**src/rtl/ultrasonic_ranger.sv**
```systemverilog
// HC-SR04-style ranger: periodic trigger, echo width timing, conversion to whole cm.
// Optional AVERAGE_EN: 4-entry moving average of valid results (+1 cycle strobe latency).
module ultrasonic_ranger #(
    parameter int CLK_HZ     = 50_000_000,
    parameter int TRIG_US    = 10,
    parameter int PERIOD_MS  = 60,
    parameter int TIMEOUT_US = 25000,
    parameter int DIST_W     = 16
) (
    input  logic              clk,
    input  logic              rst_n,
    input  logic              enable,
    input  logic              echo,
    output logic              trigger,
    output logic [DIST_W-1:0] distance,
    output logic              distance_valid,
    output logic              timeout
);
    localparam int CYC_US     = CLK_HZ / 1_000_000;
    localparam int PERIOD_CYC = PERIOD_MS * 1000 * CYC_US;
    localparam int TRIG_CYC   = TRIG_US * CYC_US;
    localparam int TO_CYC     = TIMEOUT_US * CYC_US;
    localparam int CM_CYC     = 58 * CYC_US;
    localparam int TMAX       = (TO_CYC > TRIG_CYC) ? TO_CYC : TRIG_CYC;
    localparam int PW         = $clog2(PERIOD_CYC);
    localparam int TW         = $clog2(TMAX + 1);
    localparam int CW         = $clog2(CM_CYC);
    localparam logic [DIST_W-1:0] ONES = {DIST_W{1'b1}};
    localparam logic [DIST_W-1:0] SAT  = ONES - DIST_W'(1);

    typedef enum logic [2:0] {IDLE, TRIG, WAIT_RISE, MEASURE, DONE} state_t;

    state_t            r_state;
    logic [PW-1:0]     r_pcnt;
    logic [TW-1:0]     r_tcnt;
    logic [CW-1:0]     r_ccnt;
    logic [DIST_W-1:0] r_cm;
    logic              r_arm;
    logic              r_echo_s1, r_echo_s2, r_echo_s3;

    logic              w_rise, w_fall, w_to_hit, w_wrap, w_sat;
    logic              w_fin, w_fin_to;
    logic [DIST_W-1:0] w_fin_val;

    // Both edges see the same synchroniser delay, so measured width is exact.
    always_ff @(posedge clk or negedge rst_n) begin
        if (!rst_n) begin
            r_echo_s1 <= 1'b0;
            r_echo_s2 <= 1'b0;
            r_echo_s3 <= 1'b0;
        end else begin
            r_echo_s1 <= echo;
            r_echo_s2 <= r_echo_s1;
            r_echo_s3 <= r_echo_s2;
        end
    end

    assign w_rise   = r_echo_s2 & ~r_echo_s3;
    assign w_fall   = ~r_echo_s2 & r_echo_s3;
    assign w_to_hit = (r_tcnt == TW'(TO_CYC - 1));
    assign w_wrap   = (r_ccnt == CW'(CM_CYC - 1));
    assign w_sat    = (r_cm == SAT);

    // The falling-edge cycle is itself an echo-high cycle, so it may complete a cm.
    always_comb begin
        w_fin     = 1'b0;
        w_fin_to  = 1'b0;
        w_fin_val = (w_wrap && !w_sat) ? r_cm + DIST_W'(1) : r_cm;
        case (r_state)
            WAIT_RISE: if (!w_rise && w_to_hit) begin
                w_fin    = 1'b1;
                w_fin_to = 1'b1;
            end
            MEASURE: if (w_fall) begin
                w_fin = 1'b1;
            end else if (w_to_hit) begin
                w_fin    = 1'b1;
                w_fin_to = 1'b1;
            end
            default: ;
        endcase
    end

`ifdef AVERAGE_EN
    logic [DIST_W-1:0]        r_res;
    logic                     r_res_to;
    logic [3:0][DIST_W-1:0]   r_win;
    logic                     r_empty;
    logic [DIST_W+1:0]        w_sum;

    assign w_sum = (DIST_W+2)'(r_res) + (DIST_W+2)'(r_win[0])
                 + (DIST_W+2)'(r_win[1]) + (DIST_W+2)'(r_win[2]);
`endif

    always_ff @(posedge clk or negedge rst_n) begin
        if (!rst_n) begin
            r_state        <= IDLE;
            r_pcnt         <= '0;
            r_tcnt         <= '0;
            r_ccnt         <= '0;
            r_cm           <= '0;
            r_arm          <= 1'b1;
            trigger        <= 1'b0;
            distance       <= ONES;
            distance_valid <= 1'b0;
            timeout        <= 1'b0;
`ifdef AVERAGE_EN
            r_res          <= '0;
            r_res_to       <= 1'b0;
            r_win          <= '0;
            r_empty        <= 1'b1;
`endif
        end else begin
            distance_valid <= 1'b0;
            if (r_pcnt != PW'(PERIOD_CYC - 1))
                r_pcnt <= r_pcnt + PW'(1);
            case (r_state)
                IDLE: begin
                    if (!enable) begin
                        r_arm <= 1'b1;
                    end else if (r_arm || r_pcnt == PW'(PERIOD_CYC - 1)) begin
                        r_state <= TRIG;
                        r_pcnt  <= '0;
                        r_arm   <= 1'b0;
                        r_tcnt  <= '0;
                        trigger <= 1'b1;
                    end
                end
                TRIG: begin
                    if (r_tcnt == TW'(TRIG_CYC - 1)) begin
                        trigger <= 1'b0;
                        r_tcnt  <= '0;
                        r_state <= WAIT_RISE;
                    end else begin
                        r_tcnt <= r_tcnt + TW'(1);
                    end
                end
                WAIT_RISE: begin
                    if (w_rise) begin
                        r_state <= MEASURE;
                        r_tcnt  <= '0;
                        r_ccnt  <= '0;
                        r_cm    <= '0;
                    end else begin
                        r_tcnt <= r_tcnt + TW'(1);
                    end
                end
                MEASURE: begin
                    r_tcnt <= r_tcnt + TW'(1);
                    if (w_wrap) begin
                        r_ccnt <= '0;
                        if (!w_sat) r_cm <= r_cm + DIST_W'(1);
                    end else begin
                        r_ccnt <= r_ccnt + CW'(1);
                    end
                end
                DONE: begin
                    r_state <= IDLE;
`ifdef AVERAGE_EN
                    distance_valid <= 1'b1;
                    if (r_res_to) begin
                        distance <= ONES;
                        timeout  <= 1'b1;
                        r_empty  <= 1'b1;
                    end else if (r_empty) begin
                        r_win    <= {4{r_res}};
                        distance <= r_res;
                        timeout  <= 1'b0;
                        r_empty  <= 1'b0;
                    end else begin
                        r_win    <= {r_win[2:0], r_res};
                        distance <= w_sum[DIST_W+1:2];
                        timeout  <= 1'b0;
                    end
`endif
                end
                default: r_state <= IDLE;
            endcase
            if (w_fin) begin
                r_state <= DONE;
`ifdef AVERAGE_EN
                r_res    <= w_fin_to ? ONES : w_fin_val;
                r_res_to <= w_fin_to;
`else
                distance       <= w_fin_to ? ONES : w_fin_val;
                timeout        <= w_fin_to;
                distance_valid <= 1'b1;
`endif
            end
        end
    end
endmodule
```
**config.mk**
```make
export PLATFORM = sky130hd
export DESIGN_NAME = ultrasonic_ranger
export DESIGN_NICKNAME = d
export VERILOG_FILES = /design/src/rtl/ultrasonic_ranger.sv
export SDC_FILE = /design/constraint.sdc
export NUM_CORES = 1
export LEC_CHECK = 0
export CORE_MARGIN = 3
export CORE_UTILIZATION = 35
export CTS_BUF_LIST = sky130_fd_sc_hd__clkbuf_4
export CTS_CLUSTER_SIZE = 8
export DETAILED_ROUTE_END_ITERATION = 12
export DONT_BUFFER_PORTS = 1
export GPL_ROUTABILITY_DRIVEN = 0
export SYNTH_ARGS = -nofsm -noshare
export SYNTH_HDL_FRONTEND = slang
export SYNTH_SLANG_ARGS = --single-unit
export TNS_END_PERCENT = 30
```
**constraint.sdc**
```tcl
create_clock -name clk -period 2.25 [get_ports clk]
set_input_delay 0.675 -clock clk [delete_from_list [all_inputs] [get_ports clk]]
set_output_delay 0.675 -clock clk [all_outputs]
set_load 0.02 [all_outputs]
```
==> results list, run 1 <==
- In this run the mean area of a mapped cell was 9.17 um2.
- The checks that failed: hold timing, setup timing.
- After synthesis, the netlist uses 73 different library cells.
- Count of final hold-check violations: 80
* Worst min path class: in -> async
* Post-layout minimum cycle time: 2.40 ns
* Area Overhead vs Synth: 17.1%
* Cell count after synthesis: 589
* Cell area after placement: 5960 um2
- After detailed routing, the number of vias per cell comes to 5.57.
- The most used flip-flop cell after synthesis is dfrtp_1.
- Counting flops with a built-in enable in the synthesized netlist gives 0.
- WS Path Type: reg -> reg
- Antenna violations before repair: 0
- Final Net Count: 648
- In this run, the number of DRC markers left after iteration 0 of detailed routing was 355.
- The floorplan has 44 rows.
* Post-Route Utilization: 0.427
- The synthesized design contains 97 register bits.
- First drt pass iteration count: 7
- For this design the ratio of total power to cell area is 490 nW/um2.
- Clock-pin slew was measured on the worst setup and hold paths at 0.14 ns.
- Counting flops with an async set or reset pin after synthesis yields a share of 1.00.
- Routed length per instance: 15.5 um
- In this run the remaining antenna-violating nets after routing total 0.
- Data arrives at the worst endpoint at 2.75 ns.
- In this run the cell area of the synthesized design comes to 5400 um2.
- HPWL after detailed placement: 8760 um
- Sequential fraction of the synthesis area: 0.453
- Largest fanout of any net on the critical path: 7
- CTS H-tree depth: 3
* Leading cell types in the layout, fill and taps excluded: dfrtp_1 (80), buf_4 (60), nor2_1 (59), nand2_1 (54), o21ai_0 (39)
* Tot GR Track Use: 0.149
* Max clock buf depth: 2
- The run finished, with violations left.
- In this run the count of I/O pins placed on the die edge is 23.
- The initial utilization of the core area, before any placement, comes to 0.365.
- The worst register-to-register path has a depth of 5.
- Setup violations remaining at the end of the flow were counted as 17.
* Maximum clock frequency: 417 MHz
- Setup skew after layout: 0.00939 ns
- Chip Width: 130 um
- Largest net degree at the start of global routing: 98
* Static leakage: 2.52 nW
- The first global-routing pass estimated 20,900 um of wire.
- Final number of max-transition violations: 0
* Most common cell after layout, fill and taps aside: dfrtp_1
- The clock reaches the later pin of the worst-skew pair after 0.46 ns.
* Fillers: 1,448
- After detailed routing, the number of remaining DRC violations is 0.
* Relative slew slack: 0.574
- Hold timing on the final database bottoms out at a slack of -0.105 ns.
- The die covers 17,000 um2.
- The region available for standard cell placement spans 14,800 um2.
- The via count of the first global-routing pass came to 4,360.
* Multi-input combinational cell area: 2930 um2
* Data required time of the critical path: 2.60 ns
* Slew of the pin with the lowest slew margin: 0.634 ns
- STA classifies the critical path endpoint as a flop.
- Port Buf Inserts: 0
- Via count: 4,620
* Area of all sequential standard cells: 2450 um2
* Setup repair after global routing missed its margin: true
- Power, Total: 3.10 mW
- Clock buffer count from CTS: 9
- The number of nets handed over by synthesis was 598.
* Cell area after layout: 6320 um2
* Synth Warn #: 0
- Die boundary height: 130 um
- TritonCTS built the clock tree.
- Summed over all layers, the routed wires come to 12,800 um.
- TritonCTS Sinks: 97
* Maximum VDD drop: 234 uV
* Root Driver: clkbuf_4
- Proportion of layout cells with a drive suffix above 1: 0.227
- Once routing completed, OpenROAD measured the worst setup slack at -0.147 ns.
- Portion of the clock cycle consumed by the worst path in the final layout: 1.07
- STA classifies the critical path startpoint as a flop.
- Summed over all layers, the global routing overflow is 0.
- Max Cap Viol: 0
[through the flow]
step                      hold WS (ns)  worst slack [ns]  std cells  setup TNS [ns]
after floorplan                  0.331           -0.0536        589          -0.696
after global placement           0.335           -0.0598        804          -0.177
after detailed placement         0.336           -0.0915        804          -0.374
after CTS                       -0.150            -0.112        821          -0.461
after global routing            -0.149            -0.183        828           -2.21
final                           -0.105            -0.147        829           -1.03
[what timing repair did]
action,CTS,global route
resized for setup,3,48
endpoints found under the setup margin,17,65
endpoints found under the hold margin,81,80
pin swaps,2,11
buffers inserted,1,5
gates cloned,0,2
[path summary, 6_finish.rpt]
kind | start | endpoint | slack (ns)
max in group asynchronous | rst_n | distance[13] | 2.14
hold reg to reg | r_echo_s1 | r_echo_s2 | 0.36
hold / removal | rst_n | r_cm[9] | -0.10
setup reg to reg | r_tcnt[20] | r_tcnt[20] | -0.15
setup / recovery | r_tcnt[20] | r_tcnt[20] | -0.15
min in group clk | echo | r_echo_s1 | 0.23
[critical path, stage by stage, from the launching register on]
cell     delay (ns)
dfrtp_1        0.41
or4_4          0.53
or4_4          0.44
o31a_4         0.35
or2_4          0.28
a221o_1        0.29
[cells by family after synthesis]
logic type / share of synthesized area
AO/OA/AOI/OAI: 0.175
XOR/XNOR: 0.0551
adder cells (fa/ha/maj): 0.0116
buffers and inverters: 0.0341
flip-flops: 0.453
multiplexers: 0.00602
AND/OR/NAND/NOR: 0.264
[flip-flops by register name, indices dropped and copies added (netlist names)]
register and count:
r_pcnt 22, r_tcnt 21, r_echo_s2 1, distance 16, timeout 1, r_arm 1, r_echo_s3 1, r_state 3
distance_valid 1, trigger 1, r_ccnt 12, r_cm 16, r_echo_s1 1
[report_power, final]
part	total (mW)	internal, mW	switching (mW)
registers	1.98	1.86	0.120
logic	0.284	0.140	0.144
clock network	0.837	0.257	0.580
[synth_stat cells (3+ instances only)]
master | number | area share
nor4_2 | 5 | 0.012
nor3b_1 | 3 | 0.0042
xor2_1 | 16 | 0.026
nand3_1 | 27 | 0.025
xnor2_1 | 18 | 0.029
or3_1 | 5 | 0.0058
a31oi_1 | 12 | 0.014
dfstp_2 | 17 | 0.083
ha_1 | 5 | 0.012
o311ai_0 | 3 | 0.0049
clkbuf_1 | 21 | 0.015
nand4_1 | 18 | 0.021
nand2b_1 | 4 | 0.0046
dfrtp_1 | 80 | 0.37
o21a_1 | 3 | 0.0042
o22ai_1 | 3 | 0.0035
and3_1 | 11 | 0.013
o41ai_1 | 3 | 0.0049
nor3_1 | 19 | 0.018
a21o_1 | 4 | 0.0056
and4_1 | 8 | 0.013
buf_2 | 5 | 0.0046
nor2_1 | 61 | 0.042
nand2_1 | 54 | 0.038
o211ai_1 | 15 | 0.021
or2_2 | 6 | 0.0070
nor4_1 | 7 | 0.0081
nor2b_1 | 5 | 0.0058
or4_1 | 5 | 0.0070
a21oi_1 | 26 | 0.024
o21ai_0 | 48 | 0.044
inv_1 | 14 | 0.0097
and2_1 | 6 | 0.0070
[layout make-up]
cell class / count / area share
Clock inverter: 4 / 0.00317
Inverter: 14 / 0.00831
Sequential cell: 97 / 0.387
Timing Repair Buffer: 69 / 0.0878
Tap cell: 184 / 0.0364
Multi-Input combinational cell: 448 / 0.463
Clock buffer: 12 / 0.0142
Antenna cell: 1 / 0.000396
[per-layer routing]
| layer | GRT usage | vias up | part of all wire | wire length (um) |
|---|---|---|---|---|
| met5 | 0 | - | 0 | 0 |
| met4 | 0.0526 | 0 | 0.017 | 223 |
| met3 | 0.0184 | 14 | 0.028 | 354 |
| met2 | 0.242 | 80 | 0.47 | 6080 |
| met1 | 0.206 | 2266 | 0.48 | 6170 |
| li1 | - | 2260 | - | - |
Power figures use the tool's default switching activity.
==> run 2, diff against run 1 <==
--- a/config.mk
+++ b/config.mk
@@ -5,6 +5,7 @@
 export SDC_FILE = /design/constraint.sdc
 export NUM_CORES = 1
 export LEC_CHECK = 0
+export CAP_MARGIN = 25
 export CORE_MARGIN = 3
 export CORE_UTILIZATION = 35
 export CTS_BUF_LIST = sky130_fd_sc_hd__clkbuf_4
==> results of run 2 <==
Same layout as run 1: the final DEF is identical, and so are final timing and power.
